==> src/rtl/piso_sipo_pkg.sv <==
// Constants and hold-state encoding shared by the piso/sipo serialiser pair.
package piso_sipo_pkg;

   localparam int WORD_W = 16;
   localparam int SYM_W  = 2;
   localparam int NSYM   = WORD_W / SYM_W;
   localparam int CNT_W  = $clog2(NSYM);

   typedef enum logic {
      H_EMPTY = 1'b0,
      H_FULL  = 1'b1
   } hold_state_e;

endpackage

==> src/rtl/sipo.sv <==
// Serial-in/parallel-out packer: gathers SYM_W-bit symbols into WORD_W words and
// feeds them to a FIFO through a one-word holding register.
module sipo
   import piso_sipo_pkg::*;
(
   input  logic              clk,
   input  logic              rst_n,
   input  logic [SYM_W-1:0]  data_serial_i,
   input  logic              valid_serial_i,
   input  logic              flush_i,
   output logic [WORD_W-1:0] fifo_data_o,
   output logic              fifo_wr_en_o,
   input  logic              fifo_full_i,
   output logic              overflow_o,
   output logic              ready_serial_o
);

   logic [WORD_W-1:0] shift_q, shift_d;
   logic [CNT_W-1:0]  cnt_q, cnt_d;
   logic [WORD_W-1:0] hold_q, hold_d;
   hold_state_e       state_q, state_d;
   logic              overflow_q, overflow_d;

   logic [WORD_W-1:0] shifted;
   logic [WORD_W-1:0] cur_word;
   logic [WORD_W-1:0] new_word;
   logic [CNT_W:0]    cur_cnt;
   int                pad_bits;
   logic              wrap;
   logic              do_flush;
   logic              complete;
   logic              pop;

   // A symbol arriving with flush is absorbed first, so the flush sees the updated count.
   always_comb begin
      shifted  = {shift_q[WORD_W-SYM_W-1:0], data_serial_i};
      wrap     = valid_serial_i && (cnt_q == CNT_W'(NSYM-1));
      cur_word = valid_serial_i ? shifted : shift_q;
      cur_cnt  = valid_serial_i ? ({1'b0, cnt_q} + 1'b1) : {1'b0, cnt_q};
      do_flush = flush_i && !wrap && (cur_cnt != '0);
      complete = wrap || do_flush;
      pad_bits = SYM_W * (NSYM - int'(cur_cnt));
      new_word = wrap ? shifted : (cur_word << pad_bits);
      shift_d  = cur_word;
      cnt_d    = complete ? '0 : cur_cnt[CNT_W-1:0];
   end

   always_comb begin
      pop        = (state_q == H_FULL) && !fifo_full_i;
      state_d    = state_q;
      hold_d     = hold_q;
      overflow_d = overflow_q;
      case (state_q)
         H_EMPTY: begin
            if (complete) begin
               hold_d  = new_word;
               state_d = H_FULL;
            end
         end
         H_FULL: begin
            if (pop) begin
               if (complete) begin
                  hold_d = new_word;
               end else begin
                  state_d = H_EMPTY;
               end
            end else if (complete) begin
               overflow_d = 1'b1;
            end
         end
         default: state_d = H_EMPTY;
      endcase
   end

   always_ff @(posedge clk or negedge rst_n) begin
      if (!rst_n) begin
         shift_q    <= '0;
         cnt_q      <= '0;
         hold_q     <= '0;
         state_q    <= H_EMPTY;
         overflow_q <= 1'b0;
      end else begin
         shift_q    <= shift_d;
         cnt_q      <= cnt_d;
         hold_q     <= hold_d;
         state_q    <= state_d;
         overflow_q <= overflow_d;
      end
   end

   assign fifo_data_o    = hold_q;
   assign fifo_wr_en_o   = pop;
   assign overflow_o     = overflow_q;
   assign ready_serial_o = !((state_q == H_FULL) && fifo_full_i && (cnt_q == CNT_W'(NSYM-1)));

endmodule

==> config.mk <==
export PLATFORM = sky130hd
export DESIGN_NAME = sipo
export DESIGN_NICKNAME = d
export VERILOG_FILES = /design/src/rtl/piso_sipo_pkg.sv /design/src/rtl/sipo.sv
export SDC_FILE = /design/constraint.sdc
export NUM_CORES = 1
export LEC_CHECK = 0
export ABC_AREA = 1
export ABC_CLOCK_PERIOD_IN_PS = 2200
export CAP_MARGIN = 25
export CORE_MARGIN = 8
export CORE_UTILIZATION = 25
export CTS_CLUSTER_DIAMETER = 30
export DETAILED_ROUTE_END_ITERATION = 8
export PLACE_DENSITY_LB_ADDON = 0.05
export SLEW_MARGIN = 10
export SYNTH_ARGS = -nofsm -noshare
export SYNTH_HDL_FRONTEND = slang
export SYNTH_SLANG_ARGS = --single-unit
==> constraint.sdc <==
create_clock -name clk -period 2.2 [get_ports clk]
set_clock_uncertainty 0.15 [all_clocks]
set_input_delay 0.22 -clock clk [delete_from_list [all_inputs] [get_ports clk]]
set_output_delay 0.22 -clock clk [all_outputs]
set_load 0.02 [all_outputs]
* Yosys cells after proc, flatten, opt, wreduce, memory -nomap -nowiden
Index checks and enable logic that the tools add are counted.
Storage, ports and cells: bits in registers 37, bits of input ports 7, output and inout bits 19, word-level logic and storage cells 34
Operators by class: add/subtract/negate cells 2, equal/unequal tests 2, shift-type cells 1, multiplexer cells 10, bitwise operators 2, reductions and logical operators 12
Operator list (number):
- $mux W16 | 4
- $pmux W16 S2 | 1
- $shl A16 B32 Y16 | 1
- $logic_and A1 B1 Y1 | 6
- $sub A4 B4 Y5 const A | 1
- $add A3 B1 Y4 const B | 1
- $mux W4 | 1
- $reduce_bool A4 Y1 | 1
- $eq A3 B3 Y1 const B | 1
- $logic_not A1 Y1 | 3
- $mux W3 | 1
- $reduce_and A3 Y1 | 1
- $mux W1 | 2
- $ne A2 B2 Y1 const B | 1
- $not A1 Y1 | 2
- $pmux W1 S2 | 1
- $logic_or A1 B1 Y1 | 1

* Depth between registers and ports, before layout
Gate-level depths: netlist of the first run.
word-level depth 9, depth in mapped cells 16, gate-level depth less buffers 13

* Worst setup path after synthesis of the first run
No wires, ideal clock.
path kind flip-flop to flip-flop, start register cnt_q[0], end register hold_q[9], in the netlist fifo_data_o[9], library setup time 77 ps, data arrival time 1896 ps, data required time 1973 ps, setup slack 76 ps, stages on the path, launching flop included 10, buffers on the path 1, period minus slack after synthesis 2124 ps, cell sequence dfrtp_1 ha_1 o21ai_2 ha_1 clkinv_1 buf_2 nand4_1 a21oi_1 nand2_1 a21oi_1
On the way: longest elaborated chain between the ends 9, elaborated cells between the ends (all ways) 15, those cells by class add/sub (2); eq/ne (1); shift (1); mux (5); reduce/logical (6)
RTL lines:
- start, declared | line sipo.sv:19 | logic [CNT_W-1:0] cnt_q, cnt_d;
- start signal, assigned | line sipo.sv:84 | cnt_q <= cnt_d;
- branches (longest 6 deep; another with $sub A4 B4 Y5)
- $mux W16 (*) | line sipo.sv:55, sipo.sv:62
- $mux W16 | line sipo.sv:61 | if (pop) begin
- $pmux W16 S2 (*) | line sipo.sv:53 | case (state_q)
- end signal, assigned | line sipo.sv:85 | hold_q <= hold_d;
- end, declared | line sipo.sv:20 | logic [WORD_W-1:0] hold_q, hold_d;
Every way passes the cells marked *. The select of a mux whose other input is x is not followed. A chain may end at the register's enable or synchronous reset.

* Final worst setup path of the first run
start register cnt_q[1], end register hold_q[12], in the netlist fifo_data_o[12]
Same word-level chain as after synthesis.

==> key figures, run 1 <==
Run status
  • Status: finished, final reports clean

Worst hold path
  • Hold Crit Class: register to register

Placed design
  • Placer congestion estimate: 0.795
  • DPL Wire Length: 5.44 mm
  • IO buf count: 25

Finish
  • Area grow syn2layout: 45.8%
  • Nets: 407
  • Commonest non-fill, non-tap cells in the layout: nand2_1 (105), buf_4 (41), nor2_1 (37), dfrtp_1 (37), nand3_1 (27)
  • Antenna cells: 0
  • FILL cells: 978
  • Register area: 926 sq um
  • Layout cell share with drive strength beyond 1: 30.0%
  • Most common library cell in the layout ignoring fill and taps: nand2_1
  • Area taken by multi-input logic gates: 0.00139 sq mm

Drt
  • Via count: 2335
  • TritonRoute pass-1 iters: 4
  • Vias per cell: 4.60
  • WL per Instance: 14.6 microns
  • # DRC: 0
  • Residual antenna-violating net count after detailed routing: 0
  • Final Routed Wirelength: 7.43 mm
  • 1st-iter DRT viols: 95

Power and ir drop
  • Flop pwr share: 27.3%
  • Clock Power Share: 13.7%
  • Internal power: 0.00208 W
  • Static leakage: 1.61 nW
  • Comb power frac: 59.0%
  • Worst vdd ir: 0.552 mV
  • Power, Total: 0.00363 W
  • Switch share: 42.5%
  • Net Sw Power: 0.00154 W
  • Power density cells: 1070 mW/mm^2

Timing
  • RSZ-0062 raised after global routing: true
  • TNS Setup: 0 ns
  • Hold Slack: 0.334 ns
  • Fin. max-slew vios: 0
  • Setup violators final: 0
  • Final Hold Viols: 0
  • Period utilization: 97.5%
  • Worst slew pin tran: 0.511 ns
  • Slew HR: 65.9%
  • Crit path time final: 2.15 ns
  • FMAX: 466 MHz

Clock network
  • CTS Buf Count: 5
  • H-Tree Depth: 2
  • TritonCTS clock tree: built
  • Clock Pin Slew Worst Setup and Hold Paths: 0.07 ns
  • Max clock buf depth: 2
  • Root Driver: clkbuf_8
  • CTS Sinks: 37
  • Worst-Skew Late Latency: 0.29 ns

Global route
  • Grt ovf: 0
  • Vias in the first global route: 2338
  • Initial antenna violation count: 0
  • Largest net degree at the start of global routing: 38
  • First-pass GRT wire length: 12.2 mm
  • Global Route Usage Sum: 12.0%

Yosys
  • Largest family of logic cells by synthesized area: simple AND/OR/NAND/NOR gates
  • Async SR Flop Fraction: 100%
  • Flops & latches, synth: 37
  • Syn. warnings: 0
  • Synthesized cell area: 0.00232 sq mm
  • Ys flop type: dfrtp_1
  • Post-Synth Simple-Gate Area: 39.3%
  • Adder-cell area share of the yosys netlist: 1.62%
  • Synth unique cells: 27
  • Cells after Synth: 328
  • EDFF count, synth: 0
  • Xor/xnor share of the synthesized area: 0%
  • Mux share of post-synthesis cell area: 0%
  • Mean Syn Cell Area: 7.06 sq um
  • Synthesized Nets: 338
  • Synth Area in Compound Gates: 9.13%
  • Register area share after synthesis: 40.0%

Critical path
  • Reg2reg start: cnt_q[1]$_DFF_PN0_
  • Reg2reg setup slack: 0.05 ns
  • Startpoint Class: register
  • Critical path type: register to register
  • Worst Reg-to-Reg Cells: 13
  • Critical path's slowest cell: dfrtp_1
  • Crit path launch: cnt_q[1]$_DFF_PN0_
  • Critical Path Sink Type: register
  • Max stage delay on crit path: 0.41 ns
  • Crit path to: fifo_data_o[12]$_DFFE_PN0P_
  • Crit path cell chain: ha_4, o21ai_4, ha_4, nand3_4, buf_6, nand2_4, inv_4, nor2_4, buf_12, nand2_1, nand3_2, nand2_1, inv_1
  • Worst EP arrival: 2.23 ns
  • Req. time, crit path: 2.28 ns
  • Worst-path fanout max: 5
  • R2R Path End: fifo_data_o[12]$_DFFE_PN0P_

Floorplan
  • Io pins: 26
  • Die span in y: 112 microns
  • Total Die Area: 0.0126 sq mm
  • Initial Util: 25.4%
  • CORE AREA: 0.00911 sq mm
  • DIE WIDTH: 112 microns
  • Row count: 35

Flow run
  • MaxCap Viol Count: 0
synthesized netlist by cell type (2+ instances only):
cell type | instances | area [sq um]
nand2_1 | 115 | 432
nor2_1 | 41 | 154
nand3_1 | 39 | 195
dfrtp_1 | 37 | 926
a21oi_1 | 24 | 120
inv_1 | 20 | 75.1
nand2_2 | 6 | 37.5
buf_2 | 5 | 25.0
o21ai_1 | 5 | 25.0
o21ai_2 | 5 | 43.8
buf_6 | 4 | 45.0
buf_4 | 3 | 22.5
ha_1 | 3 | 37.5
nand2_4 | 3 | 33.8
o21ai_0 | 3 | 15.0
nand4_1 | 2 | 12.5
nor2_4 | 2 | 22.5
or2_0 | 2 | 12.5
sequential cells by signal, indices dropped and copies added, names as in the netlist:
name and flops:
cnt_q 3, overflow_o 1, shift_q 16, fifo_data_o 16
state_q 1
power by group through the flow:
stage / combinational (W) / sequential [W] / clock, W
2_1_floorplan: 0.000821 / 0.00116 / 0
3_3_place_gp: 0.00186 / 0.000996 / 0
3_5_place_dp: 0.00184 / 0.000996 / 0
4_1_cts: 0.00188 / 0.000991 / 0.000523
5_1_grt: 0.00234 / 0.00102 / 0.000545
6_report: 0.00214 / 0.000991 / 0.000498
final cells by class:
type | count | share of cell area [%]
timing repair buffer | 77 | 21.7
multi-input combinational | 252 | 41.1
inverter | 24 | 3.04
tap | 111 | 4.11
clock buffer | 7 | 2.56
sequential | 37 | 27.4
cells by family after synthesis:
kind of cell / Yosys count
AOI/OAI and AO/OA: 38
and+or+nand+nor: 211
buffers and inverters: 39
DFF: 37
adders and majority gates: 3
how the worst min path moves through the flow:
stage / start / end / slack (ns) / cells past startpoint
floorplan: rst_n / cnt_q[0]$_DFF_PN0_ / -0.23 / 0
global placement: rst_n / shift_q[14]$_DFF_PN0_ / 0.18 / 2
detailed placement: rst_n / shift_q[14]$_DFF_PN0_ / 0.17 / 2
CTS: overflow_o$_DFFE_PN0P_ / overflow_o$_DFFE_PN0P_ / 0.34 / 1
global route: overflow_o$_DFFE_PN0P_ / overflow_o$_DFFE_PN0P_ / 0.36 / 1
finish: overflow_o$_DFFE_PN0P_ / overflow_o$_DFFE_PN0P_ / 0.33 / 1
repair_timing:
item / CTS / global route
endpoints found under the setup margin: 15 / 16
setup buffers: 1 / 4
cloned: 0 / 1
pin swaps: 1 / 24
resized for setup: 6 / 50
endpoints found under the hold margin: 37 / 0
hold buffers: 1 / 0
critical path: cells and delay by family, from the launching register on:
kind | cells | cell delay (ns)
AO/OA/AOI/OAI | 1 | 0.17
flip-flops | 1 | 0.41
buffers and inverters | 4 | 0.37
adder cells (fa/ha/maj) | 2 | 0.43
AND/OR/NAND/NOR | 6 | 0.55
stage by stage:
stage          worst slack, ns  utilization [%]  area [sq um]  cells
5_1_grt                -0.0310             37.1          3380    508
6_report                0.0549             37.1          3380    508
4_1_cts                0.00632             34.2          3110    504
3_3_place_gp            -0.229             32.7          2980    495
2_1_floorplan           0.0763                -          2320    328
3_5_place_dp            -0.258             32.7          2980    495
per-layer routing:
metal  wire [microns]  track usage, %  vias to the layer above
met3              208            2.52                        2
met1             3730            16.8                     1120
met2             3450            18.6                       34
met4               40            2.43                        0
met5                0               0                        -
li1                 -               -                     1179
Power figures use the tool's default switching activity.
==> run 2: changes to the inputs <==
Settings changed: REMOVE_ABC_BUFFERS from default to 1.
==> run 2 against run 1 <==
Against the previous run: clock power rose by 27%; global-route usage is 0.36 points lower; routed wire length shrank 0.15%; power fell by 1.9%; flip-flop and latch count unchanged; clock-buffer cell count did not move; via count is 1.2% lower; first-iteration DRC count grew 24%.
==> key figures, run 2 (same netlist as run 1, synthesis figures left out) <==
Floorplan
  • Total Die Area: 0.0126 sq mm (unchanged)
  • CORE AREA: 0.00911 sq mm (unchanged)
  • Initial Util: 25.4% (unchanged)
  • Io pins: 26 (unchanged)
  • Row count: 35 (unchanged)
  • DIE WIDTH: 112 microns (unchanged)
  • Die span in y: 112 microns (unchanged)

Timing
  • Slew HR: 63.0% (-2.9 points)
  • Period utilization: 97.9% (+0.44 points)
  • Hold Slack: 0.284 ns (-0.0501 ns)
  • Worst slew pin tran: 0.549 ns (+0.0377 ns)
  • Final worst slack: 0.0451 ns (-0.00976 ns)
  • Fin. max-slew vios: 0 (unchanged)
  • FMAX: 464 MHz (-0.45%)
  • RSZ-0062 raised after global routing: true
  • Final Hold Viols: 0 (unchanged)
  • Setup violators final: 0 (unchanged)
  • Crit path time final: 2.15 ns (+0.00976 ns)

Finish
  • Design area: 0.00336 sq mm (-0.37%)
  • Most common library cell in the layout ignoring fill and taps: nand2_1
  • Nets: 407 (unchanged)
  • Area grow syn2layout: 45.2%
  • Fin util: 36.9% (-0.14 points)
  • Layout cell share with drive strength beyond 1: 27.1% (-2.8 points)
  • Antenna cells: 0 (unchanged)
  • Commonest non-fill, non-tap cells in the layout: nand2_1 (110), nor2_1 (38), buf_4 (38)

Drt
  • TritonRoute pass-1 iters: 4 (unchanged)
  • Residual antenna-violating net count after detailed routing: 0 (unchanged)
  • Vias per cell: 4.53 (-1.4%)
  • 1st-iter DRT viols: 118 (+24%)
  • Final Routed Wirelength: 7.42 mm (-0.15%)
  • # DRC: 0 (unchanged)
  • Via count: 2306 (-1.2%)
  • WL per Instance: 14.6 microns (-0.34%)

Power and ir drop
  • Power, Total: 0.00356 W (-1.9%)
  • Net Sw Power: 0.00146 W (-5.1%)
  • Static leakage: 1.64 nW (+2.0%)
  • Internal power: 0.00209 W (+0.42%)
  • Switch share: 41.2% (-1.4 points)
  • Worst vdd ir: 0.411 mV (-26%)
  • Flop pwr share: 27.8% (+0.5 points)
  • Power density cells: 1060 mW/mm^2 (-1.6%)
  • Comb power frac: 54.4% (-4.6 points)
  • Clock Power Share: 17.8% (+4.1 points)

Global route
  • First-pass GRT wire length: 11.9 mm (-2.6%)
  • Grt ovf: 0 (unchanged)
  • Global Route Usage Sum: 11.7% (-0.36 points)
  • Vias in the first global route: 2346 (+0.34%)
  • Largest net degree at the start of global routing: 38 (unchanged)
  • Initial antenna violation count: 0 (unchanged)

Critical path
  • Worst-path fanout max: 4 (-1)
  • Startpoint Class: register
  • R2R Path End: fifo_data_o[14]$_DFFE_PN0P_
  • Worst Reg-to-Reg Cells: 12 (-1)
  • Critical path type: register to register
  • Reg2reg setup slack: 0.05 ns (about the same)
  • Worst EP arrival: 2.23 ns (about the same)
  • Critical Path Sink Type: register
  • Reg2reg start: cnt_q[1]$_DFF_PN0_
  • Req. time, crit path: 2.28 ns (about the same)

Clock network
  • TritonCTS clock tree: built
  • CTS Sinks: 37 (unchanged)
  • Root Driver: clkbuf_8
  • Max clock buf depth: 2 (unchanged)
  • Clock Pin Slew Worst Setup and Hold Paths: 0.09 ns (+0.02 ns)
  • Worst-Skew Late Latency: 0.29 ns (about the same)
  • H-Tree Depth: 2 (unchanged)
  • CTS Buf Count: 5 (unchanged)

Placed design
  • Post-Place Cell Area: 0.00298 sq mm (about the same)
  • IO buf count: 25 (unchanged)
  • Setup slack at placement: -0.198 ns (+0.0602 ns)
  • DPL Wire Length: 5.25 mm (-3.4%)
  • Placer congestion estimate: 0.789 (-0.77%)

Worst hold path
  • Hold Crit Class: primary input to async pin

Run status
  • Status: finished, final reports clean

Flow run
  • MaxCap Viol Count: 0 (unchanged)
run 2: cell types whose count changed in the layout (fill, tap and decap cells not counted), moves of 2 or more:
cell,change
buf_4,-3
a21oi_1,+7
nand2_1,+5
nand2_2,-5
a21oi_2,-8
buf_6,+3
nor2_4,-2
run 2: layer usage:
layer  GRT usage, %  share of wire [%]  wire [microns]
met5              0                  0               0
met4           2.52                1.2              87
met3           2.36                3.4             254
met1           15.0                 48            3530
met2           19.6                 48            3550
run 2: worst max-delay path by stage:
| stage | from | end | slack (ns) | depth (start not counted) |
|---|---|---|---|---|
| finish | cnt_q[1]$_DFF_PN0_ | fifo_data_o[14]$_DFFE_PN0P_ | 0.05 | 12 |
| global route | cnt_q[1]$_DFF_PN0_ | fifo_data_o[14]$_DFFE_PN0P_ | -0.04 | 12 |
| CTS | cnt_q[0]$_DFF_PN0_ | fifo_data_o[11]$_DFFE_PN0P_ | 0.02 | 12 |
| detailed placement | valid_serial_i | fifo_data_o[13]$_DFFE_PN0P_ | -0.20 | 16 |
| global placement | valid_serial_i | fifo_data_o[12]$_DFFE_PN0P_ | -0.20 | 14 |
| floorplan | cnt_q[0]$_DFF_PN0_ | fifo_data_o[12]$_DFFE_PN0P_ | -0.23 | 11 |
run 2: cell type report:
cell class              count  area [sq um]
fillers                   991          5750
multi-input cells         252          1330
flip-flops and latches     37           926
repair buffers             77           749
well taps                 111           139
inverters                  24           100
clock buffers               7          86.3
clock inverters             1          30.0
run 2: timing repair:
action,CTS,global route
setup endpoints to repair,5,15
pin swaps,1,26
endpoints found under the hold margin,37,0
hold buffers,1,0
buffers inserted,0,1
cloned,0,3
gates resized for setup,2,40
run 2: worst max-delay path, stage by stage (launching register included):
cell and delay (ns):
dfrtp_1 0.42, ha_4 0.26, o21ai_2 0.14, ha_2 0.23, nand3_4 0.11, nand2_8 0.11, clkbuf_16 0.14, nand3_2 0.09
nand3_1 0.14, nand2_1 0.06, nor2_1 0.09, nor2_1 0.05, nor2_1 0.10
run 2: power by group through the flow:
stage,registers (W),logic [W],clock network (W)
after floorplan,0.00116,0.000754,0
after global routing,0.00102,0.00213,0.000684
after detailed placement,0.000997,0.00180,0
final,0.000989,0.00194,0.000633
after CTS,0.000990,0.00182,0.000661
after global placement,0.000996,0.00182,0
run 2: through the flow:
stage / std cells / TNS, ns
floorplan: 313 / -2.50
global placement: 497 / -2.47
detailed placement: 497 / -2.45
CTS: 506 / 0
global route: 509 / -0.218
finish: 509 / 0
==> run 3: changes to the inputs <==
Settings changed: RECOVER_POWER from default to 50.
==> run 3 against run 2 <==
Against the previous run: die area stayed put; maximum frequency unchanged; via count up 0.13%; final area is 0.45% lower; global-route usage unchanged; combinational power barely moved; clock power barely moved; first-iteration DRC count is the same; cell count unchanged; sequential share of layout area increased by 0.12 points; sequential power hardly changed; routed wire length rose by 0.11%; highest routed layer unchanged.
==> key figures, run 3 (same netlist as run 1, synthesis figures left out) <==
Finish
  • Antenna cells: 0 (unchanged)
  • Fin util: 36.8% (-0.16 points)
  • FILL cells: 993 (+0.20%)
  • Area grow syn2layout: 44.6%
  • Most common library cell in the layout ignoring fill and taps: nand2_1
  • Nets: 407 (unchanged)
  • Fin cells: 509 (unchanged)
  • Layout cell share with drive strength beyond 1: 27.1% (unchanged)
  • Commonest non-fill, non-tap cells in the layout: nand2_1 (110), nor2_1 (38), buf_4 (38)

Drt
  • Final Routed Wirelength: 7.43 mm (+0.11%)
  • Via count: 2309 (+0.13%)
  • TritonRoute pass-1 iters: 4 (unchanged)
  • Residual antenna-violating net count after detailed routing: 0 (unchanged)
  • # DRC: 0 (unchanged)
  • Vias per cell: 4.54 (+0.13%)
  • 1st-iter DRT viols: 118 (unchanged)
  • WL per Instance: 14.6 microns (+0.11%)

Worst hold path
  • Hold Startpoint: overflow_o$_DFFE_PN0P_
  • Hold endpoint: overflow_o$_DFFE_PN0P_
  • Hold Path Stages: 1
  • Hold Crit Class: register to register

Floorplan
  • Row count: 35 (unchanged)
  • Io pins: 26 (unchanged)
  • Die span in y: 112 microns (unchanged)
  • Initial Util: 25.4% (unchanged)
  • CORE AREA: 0.00911 sq mm (unchanged)
  • Total Die Area: 0.0126 sq mm (unchanged)
  • DIE WIDTH: 112 microns (unchanged)

Power and ir drop
  • Worst vdd ir: 0.411 mV (about the same)
  • Power density cells: 1060 mW/mm^2 (+0.34%)
  • Static leakage: 1.64 nW (-0.32%)
  • Power, Total: 0.00355 W (-0.11%)

Placed design
  • IO buf count: 25 (unchanged)
  • Placed cell count: 497 (unchanged)
  • Setup slack at placement: -0.198 ns (unchanged)
  • Placer congestion estimate: 0.789 (unchanged)
  • DPL Wire Length: 5.25 mm (unchanged)

Clock network
  • Clock Pin Slew Worst Setup and Hold Paths: 0.09 ns (about the same)
  • CTS Buf Count: 5 (unchanged)
  • TritonCTS clock tree: built
  • Max clock buf depth: 2 (unchanged)
  • Root Driver: clkbuf_8
  • H-Tree Depth: 2 (unchanged)
  • CTS Sinks: 37 (unchanged)
  • Worst-Skew Late Latency: 0.29 ns (about the same)

Global route
  • Largest net degree at the start of global routing: 38 (unchanged)
  • Vias in the first global route: 2346 (unchanged)
  • First-pass GRT wire length: 11.9 mm (unchanged)
  • Grt ovf: 0 (unchanged)
  • Initial antenna violation count: 0 (unchanged)
  • Global Route Usage Sum: 11.7% (unchanged)

Critical path
  • Critical path type: register to register
  • Worst-path fanout max: 4 (unchanged)
  • Reg2reg setup slack: 0.05 ns (about the same)
  • Crit path launch: cnt_q[1]$_DFF_PN0_
  • Crit path cell chain: ha_4, o21ai_2, ha_2, nand3_4, nand2_8, clkbuf_16, nand3_2, nand3_1, nand2_1, nor2_1, nor2_1, nor2_1
  • Max stage delay on crit path: 0.42 ns (about the same)
  • Worst Reg-to-Reg Cells: 12 (unchanged)
  • CP bufs+invs: 1 (unchanged)
  • Top delay family on crit path: simple AND/OR/NAND/NOR gates
  • Critical path's slowest cell: dfrtp_1
  • Reg2reg start: cnt_q[1]$_DFF_PN0_
  • CP dominant cell by count: nor2_1
  • R2R Path End: fifo_data_o[14]$_DFFE_PN0P_
  • Critical Path Sink Type: register
  • Worst EP arrival: 2.23 ns (about the same)
  • Req. time, crit path: 2.28 ns (about the same)
  • Startpoint Class: register

Timing
  • Period utilization: 97.9% (about the same)
  • Fin. max-slew vios: 0 (unchanged)
  • Slew HR: 31.7% (-31 points)
  • Worst slew pin tran: 1.02 ns (+0.476 ns)
  • Final Hold Viols: 0 (unchanged)
  • RSZ-0062 raised after global routing: true
  • Setup violators final: 0 (unchanged)
  • Crit path time final: 2.15 ns (-0.000000200 ns)
  • FMAX: 464 MHz (unchanged)
  • Final worst slack: 0.0451 ns (+0.000000200 ns)

Run status
  • Status: finished, final reports clean

Flow run
  • MaxCap Viol Count: 0 (unchanged)
run 3: changes by cell type in the layout (fill, tap and decap cells not counted), sizes merged:
cell / change
buf: -1
clkbuf: +1
run 3: final cells by class:
class	count	area, sq um	area share, %
Clock buffer	7	86.3	2.58
Multi-Input combinational cell	252	1330	39.8
Timing Repair Buffer	77	734	21.9
Tap cell	111	139	4.15
Sequential cell	37	926	27.7
Inverter	24	100	2.99
Clock inverter	1	30.0	0.897
run 3: repair_timing:
item,4_1_cts,5_1_grt
setup buffers,0,1
hold buffers,1,0
pin swaps,1,26
cloned,0,3
setup endpoints to repair,5,15
resized for setup,2,40
hold endpoints to repair,37,0
run 3: worst max-delay path by stage:
stage	end	slack (ns)	cells after the start
after floorplan	fifo_data_o[12]$_DFFE_PN0P_	-0.23	11
after global placement	fifo_data_o[12]$_DFFE_PN0P_	-0.20	14
after detailed placement	fifo_data_o[13]$_DFFE_PN0P_	-0.20	16
after CTS	fifo_data_o[11]$_DFFE_PN0P_	0.02	12
after global routing	fifo_data_o[14]$_DFFE_PN0P_	-0.04	12
final	fifo_data_o[14]$_DFFE_PN0P_	0.05	12
run 3: power by group:
part           total [W]  switching [W]  internal, W
Sequential      0.000989       0.000115     0.000874
Clock           0.000633       0.000263     0.000370
Combinational    0.00193        0.00109     0.000846
run 3: metrics by stage:
| step | TNS [ns] | area [sq um] | hold WS, ns |
|---|---|---|---|
| global placement | -2.47 | 2980 | 0.0625 |
| detailed placement | -2.45 | 2980 | 0.0612 |
| CTS | 0 | 3120 | 0.289 |
| global route | -0.218 | 3350 | 0.379 |
| floorplan | -2.50 | 2180 | -0.226 |
| finish | 0 | 3350 | 0.336 |
run 3: routing by layer:
| metal | vias to the layer above | global-route usage [%] | part of all wire [%] |
|---|---|---|---|
| met4 | 0 | 2.52 | 1.2 |
| met5 | - | 0 | 0 |
| met3 | 6 | 2.36 | 3.5 |
| met1 | 1084 | 15.0 | 48 |
| li1 | 1183 | - | - |
| met2 | 36 | 19.6 | 48 |
